<file path="config.mk">
export PLATFORM = sky130hd
export DESIGN_NAME = wb_stage_cp0
export DESIGN_NICKNAME = d
export VERILOG_FILES = /design/src/rtl/wb_stage_cp0.sv
export SDC_FILE = /design/constraint.sdc
export NUM_CORES = 1
export LEC_CHECK = 0
export CAP_MARGIN = 40
export CORE_MARGIN = 1.5
export CORE_UTILIZATION = 29
export DETAILED_ROUTE_END_ITERATION = 7
export GPL_ROUTABILITY_DRIVEN = 0
export PLACE_DENSITY = 0.57
export SYNTH_ARGS = -nofsm -noshare
export SYNTH_HDL_FRONTEND = slang
export SYNTH_SLANG_ARGS = --single-unit
</file>
<file path="constraint.sdc">
create_clock -name clk -period 12.7 [get_ports clk]
set_input_delay 1.905 -clock clk [delete_from_list [all_inputs] [get_ports clk]]
set_output_delay 1.905 -clock clk [all_outputs]
set_load 0.02 [all_outputs]
</file>
<file path="src/rtl/wb_stage_cp0.sv">
// wb_stage_cp0: write-back stage with CP0 register set, exception/interrupt/ERET commit
module wb_stage_cp0 #(
  parameter int          MS_TO_WS_BUS_WD = 110,
  parameter logic [4:0]  NO_EX           = 5'h1f,
  parameter logic [31:0] EX_ENTRY        = 32'hbfc00380
) (
  input  logic                       clk,
  input  logic                       reset,
  input  logic                       ms_to_ws_valid,
  input  logic [MS_TO_WS_BUS_WD-1:0] ms_to_ws_bus,
  input  logic                       ms_mtc0,
  input  logic                       ms_mfc0,
  input  logic [7:0]                 ms_cp0_addr,
  input  logic [5:0]                 ext_int,
  output logic                       ws_allowin,
  output logic                       rf_we,
  output logic [4:0]                 rf_waddr,
  output logic [31:0]                rf_wdata,
  output logic [4:0]                 WB_dest,
  output logic [31:0]                WB_dest_data,
  output logic                       WS_EX,
  output logic                       ERET,
  output logic [31:0]                ex_target,
  output logic [31:0]                debug_wb_pc,
  output logic [3:0]                 debug_wb_rf_wen,
  output logic [4:0]                 debug_wb_rf_wnum,
  output logic [31:0]                debug_wb_rf_wdata
);
  localparam logic [7:0] A_BADV = 8'h40, A_COUNT = 8'h48, A_CMP = 8'h58,
                         A_STATUS = 8'h60, A_CAUSE = 8'h68, A_EPC = 8'h70;
  localparam logic [MS_TO_WS_BUS_WD-1:0] BUS_RST = {{(MS_TO_WS_BUS_WD-77){1'b0}}, NO_EX, 72'b0};
  logic                       ws_valid, mtc0_r, mfc0_r;
  logic [MS_TO_WS_BUS_WD-1:0] bus_r;
  logic [7:0]                 addr_r;
  logic                       pc_error, eret, bd, gr_we;
  logic [31:0]                bus_bva, result, pc;
  logic [4:0]                 ex_code, dest;
  logic [7:0]                 im, ip;
  logic                       exl, ie, c_bd, ti, tick;
  logic [1:0]                 sw_ip;
  logic [4:0]                 exc, code;
  logic [31:0]                epc, badvaddr, count, compare, status, cause, cp0_rdata;
  logic                       int_req, flush, wen;
  assign {pc_error, bus_bva, ex_code, eret, bd, gr_we, dest, result, pc} = bus_r;
  assign status    = {9'b0, 1'b1, 6'b0, im, 6'b0, exl, ie};
  assign ip        = {ext_int[5] | ti, ext_int[4:0], sw_ip};
  assign cause     = {c_bd, ti, 14'b0, ip, 1'b0, exc, 2'b0};
  assign int_req   = ie & ~exl & |(ip & im);
  assign WS_EX     = ws_valid & ((ex_code != NO_EX) | int_req);
  assign ERET      = ws_valid & eret & ~WS_EX;
  assign flush     = WS_EX | ERET;
  assign code      = int_req ? 5'd0 : ex_code;
  assign wen       = ws_valid & mtc0_r & ~WS_EX;
  assign cp0_rdata = addr_r == A_STATUS ? status :
                     addr_r == A_CAUSE  ? cause :
                     addr_r == A_EPC    ? epc :
                     addr_r == A_BADV   ? badvaddr :
                     addr_r == A_COUNT  ? count :
                     addr_r == A_CMP    ? compare : 32'b0;
  assign ws_allowin        = 1'b1;
  assign rf_we             = ws_valid & gr_we & ~WS_EX;
  assign rf_waddr          = dest;
  assign rf_wdata          = mfc0_r ? cp0_rdata : result;
  assign WB_dest           = ws_valid ? dest : 5'd0;
  assign WB_dest_data      = ws_valid ? rf_wdata : 32'd0;
  assign ex_target         = WS_EX ? EX_ENTRY : epc;
  assign debug_wb_pc       = pc;
  assign debug_wb_rf_wen   = {4{rf_we}};
  assign debug_wb_rf_wnum  = dest;
  assign debug_wb_rf_wdata = rf_wdata;
  // capture MEM's instruction unless a flush is committing and discarding it
  always_ff @(posedge clk or posedge reset) begin
    if (reset) begin
      ws_valid <= 1'b0;
      bus_r    <= BUS_RST;
      mtc0_r   <= 1'b0;
      mfc0_r   <= 1'b0;
      addr_r   <= 8'd0;
    end else begin
      ws_valid <= ms_to_ws_valid & ~flush;
      if (ms_to_ws_valid & ~flush) begin
        bus_r  <= ms_to_ws_bus;
        mtc0_r <= ms_mtc0;
        mfc0_r <= ms_mfc0;
        addr_r <= ms_cp0_addr;
      end
    end
  end
  // Status/Cause/EPC/BadVAddr: exception beats ERET beats MTC0
  always_ff @(posedge clk or posedge reset) begin
    if (reset) begin
      im       <= 8'd0;
      exl      <= 1'b0;
      ie       <= 1'b0;
      c_bd     <= 1'b0;
      sw_ip    <= 2'd0;
      exc      <= 5'd0;
      epc      <= 32'd0;
      badvaddr <= 32'd0;
    end else if (WS_EX) begin
      exl <= 1'b1;
      exc <= code;
      if (!exl) begin
        epc  <= bd ? pc - 32'd4 : pc;
        c_bd <= bd;
      end
      if (code == 5'd4 || code == 5'd5) badvaddr <= pc_error ? pc : bus_bva;
    end else if (ERET) begin
      exl <= 1'b0;
    end else if (wen) begin
      if (addr_r == A_STATUS) {im, exl, ie} <= {result[15:8], result[1:0]};
      if (addr_r == A_CAUSE) sw_ip <= result[9:8];
      if (addr_r == A_EPC) epc <= result;
    end
  end
  // half-rate Count, Compare and timer flag; MTC0 wins over increment and match
  always_ff @(posedge clk or posedge reset) begin
    if (reset) begin
      tick    <= 1'b0;
      count   <= 32'd0;
      compare <= 32'd0;
      ti      <= 1'b0;
    end else begin
      tick    <= ~tick;
      count   <= (wen && addr_r == A_COUNT) ? result : count + {31'b0, tick};
      compare <= (wen && addr_r == A_CMP) ? result : compare;
      ti      <= (wen && addr_r == A_CMP) ? 1'b0 : (count == compare) ? 1'b1 : ti;
    end
  end
endmodule
</file>
==> results by group <==
Critical path
  • Path type of the worst setup path: input port to output pin
  • Worst-path maximum fanout: 27
  • Crit path max-delay family: buffers and inverters
  • Buffers & Inverters on Critical Path: 4
  • Worst Setup End Kind: output pin
  • Critical path, cell by cell: clkdlybuf4s50_1 -> a22oi_1 -> and4_1 -> a21o_1 -> buf_4 -> inv_4 -> nor2_1 -> clkdlybuf4s50_1
  • Worst Path Required: 10.80 ns
  • Kind of start point of the critical path: input port
  • CP peak stage delay: 0.63 ns
  • Crit-path slowest cell: clkdlybuf4s50_1
  • Worst EP arrival: 5.04 ns
  • CP most frequent cell: clkdlybuf4s50_1

Place
  • Dpl ws: 5.82 ns
  • DP HPWL: 39200 um
  • Port Buffers: 310

Power
  • Psw: 0.00106 W
  • Sequential share of power: 0.402
  • P_int: 0.00204 W
  • Combinational share of power: 0.287
  • Sw Share: 0.341
  • PwrDens: 158 mW/mm^2
  • Pleak: 7.98 nW
  • Clock share of power: 0.311
  • Worst vdd ir: 0.0782 mV

Cells and area
  • Filler cells: 5218
  • Layout area overhead: 27.5%
  • Layout cells sized above 1: 0.194
  • Area of the multi-input gates: 0.00744 sq mm
  • Nets: 1766
  • FF/Latch Area: 0.00674 sq mm

Outcome
  • Status: complete, no violations

Synth
  • Ys Warns: 0
  • Avg Cell Area, Syn: 10.7 sq um
  • Seq/Total Area, Yosys: 0.437
  • Mapped Cells: 1438
  • Largest area contributor in the netlist: dfrtp_1
  • Post-synth EDFFs: 0
  • Top post-synthesis cells by area: dfrtp_1 (43%), mux2_2 (13%), buf_4 (4.5%)
  • Netlist cell types: 77
  • Post-synth ARST share: 1.00
  • Cell Area, Synth: 0.0154 sq mm
  • Seq cells post-synth: 269
  • Most common cell in the synthesized netlist: dfrtp_1
  • Predominant post-synthesis flop cell: dfrtp_1
  • Syn nets: 1570
  • Most frequent cells after synthesis: dfrtp_1 (264), mux2_2 (181), buf_4 (92), nand2_1 (79), a21oi_1 (72)
  • Share of the synthesized area in the top cell type: 0.428

Floorplanning
  • Rows: 84
  • Die Width: 234 um
  • Die Height: 234 um
  • Die footprint: 0.0546 sq mm
  • Initial Utilization: 0.293
  • Core area: 0.0526 sq mm
  • Top Ports: 312

Timing
  • RSZ-0062 raised after global routing: no
  • Max Freq: 144 MHz
  • Minimum clock period: 6.94 ns
  • Max-slew violations: 0
  • Setup TNS: 0 ns
  • Part of the cycle the worst path needs: 0.546
  • Final Worst Setup Slack: 5.76 ns
  • Slew @ Worst Pin: 0.885 ns
  • Hold WS: 0.438 ns
  • Max Clock Skew: 0.0120 ns
  • Final number of hold-violating endpoints: 0
  • Endpoints failing setup: 0
  • Slew margin rel.: 0.410

Routing
  • First-pass DRT Iterations: 5
  • Post-route ant nets: 0
  • Initial drt markers: 853
  • Via density: 5.07
  • Routed length per instance: 22.4 um
  • Final WL: 52500 um
  • DR vias: 11900
  • DRC Markers: 0

GRT
  • First-pass GRT wire length: 77200 um
  • Initial antenna violation count: 5
  • GRT overflow: 0
  • Vias in the first global route: 11700
  • Largest net degree at the start of global routing: 68
  • All-layer global routing usage: 0.190

Clock tree
  • Post-CTS Setup Repair Bufs: 0
  • Clock slew at reported path FFs: 0.05 ns
  • Max Buffers Root-to-Sink: 3
  • Total CTS buffers: 34
  • Worst-Skew Late Latency: 0.54 ns
  • H-tree level count: 2
  • CTS Hold Buffers Added: 0
  • CTS tree: built
  • PostCTS Resize Cnt: 0
  • Clock sinks: 269
  • Root buffer cell: clkbuf_16

Hold path
  • Min-delay worst type: register to register

Run
  • Number of max-cap violations: 0
final cells by class:
class	count	share of cell area
Sequential cell	269	0.343
Tap cell	688	0.0438
Multi-Input combinational cell	958	0.378
Clock buffer	50	0.0526
Clock inverter	5	0.00267
Timing Repair Buffer	336	0.172
Inverter	35	0.00719
Antenna cell	1	0.000127
final timing paths:
kind                       slack, ns  cells past startpoint                    end              start
hold / removal                  0.44                      1         tick$_DFF_PP0_     tick$_DFF_PP0_
max in group asynchronous       9.40                      5  bus_r[72]$_DFFE_PP1P_              reset
hold reg to reg                 0.44                      1         tick$_DFF_PP0_     tick$_DFF_PP0_
setup / recovery                5.76                      8          ex_target[18]         ext_int[0]
min in group asynchronous       1.80                      2  bus_r[53]$_DFFE_PP0P_              reset
setup reg to reg                9.08                      7     epc[3]$_DFFE_PP0P_  im[2]$_DFFE_PP0P_
routing by layer:
layer  routed length [um]  global-route usage  share of wire
met1                23500               0.263           0.45
met2                24000               0.294           0.46
met3                 3310              0.0349          0.063
met4                 1660              0.0701          0.032
met5                   27                   0        0.00051
through the flow:
step | instance area [sq um] | util | std cells | power [W]
finish | 19700 | 0.374 | 2342 | 0.00310
detailed placement | 18600 | 0.353 | 2286 | 0.00214
global placement | 18400 | 0.351 | 2280 | 0.00212
floorplan | 15400 | - | 1438 | 0.00173
CTS | 19700 | 0.374 | 2341 | 0.00313
global route | 19700 | 0.374 | 2341 | 0.00324
cells by family (layout without fill, tap and decap cells):
logic type / after synthesis / count (layout) / share of synthesized area
flip-flops: 269 / 269 / 0.437
adder cells (fa/ha/maj): 3 / 3 / 0.00243
buffers and inverters: 211 / 426 / 0.0828
multiplexers: 274 / 274 / 0.202
XOR/XNOR: 76 / 76 / 0.0432
other: 1 / 2 / 0.000243
AO/OA/AOI/OAI: 238 / 238 / 0.102
AND/OR/NAND/NOR: 366 / 366 / 0.130
placed cells by master, fill, tap and decap left out, types with 26 or more instances in the layout:
cell / netlist / routed
nand2_1: 79 / 79
nor2_1: 66 / 66
o21ai_0: 50 / 50
clkdlybuf4s50_1: 0 / 310
nand2b_1: 29 / 29
mux2_4: 29 / 29
and2_1: 47 / 47
nand3_1: 36 / 36
mux2i_1: 59 / 59
dfrtp_1: 264 / 261
a21oi_1: 72 / 72
xor2_1: 26 / 26
clkbuf_16: 0 / 37
inv_1: 34 / 33
xnor2_1: 50 / 50
mux2_2: 181 / 181
state kept, by name, summed over array words and instances (netlist names):
register and count:
bus_r 110, badvaddr 32, compare 32, count 32, epc 32, addr_r 8
im 8, exc 5, sw_ip 2, c_bd 1, exl 1, ie 1
mfc0_r 1, mtc0_r 1, ti 1, tick 1, ws_valid 1
power groups by stage:
stage                     sequential (W)  combinational (W)  clock, W
after floorplan                  0.00112           0.000604         0
after global placement           0.00126           0.000866         0
after detailed placement         0.00126           0.000889         0
after CTS                        0.00124           0.000894  0.000991
after global routing             0.00126           0.000954   0.00102
final                            0.00124           0.000888  0.000964
Power figures use the tool's default switching activity.
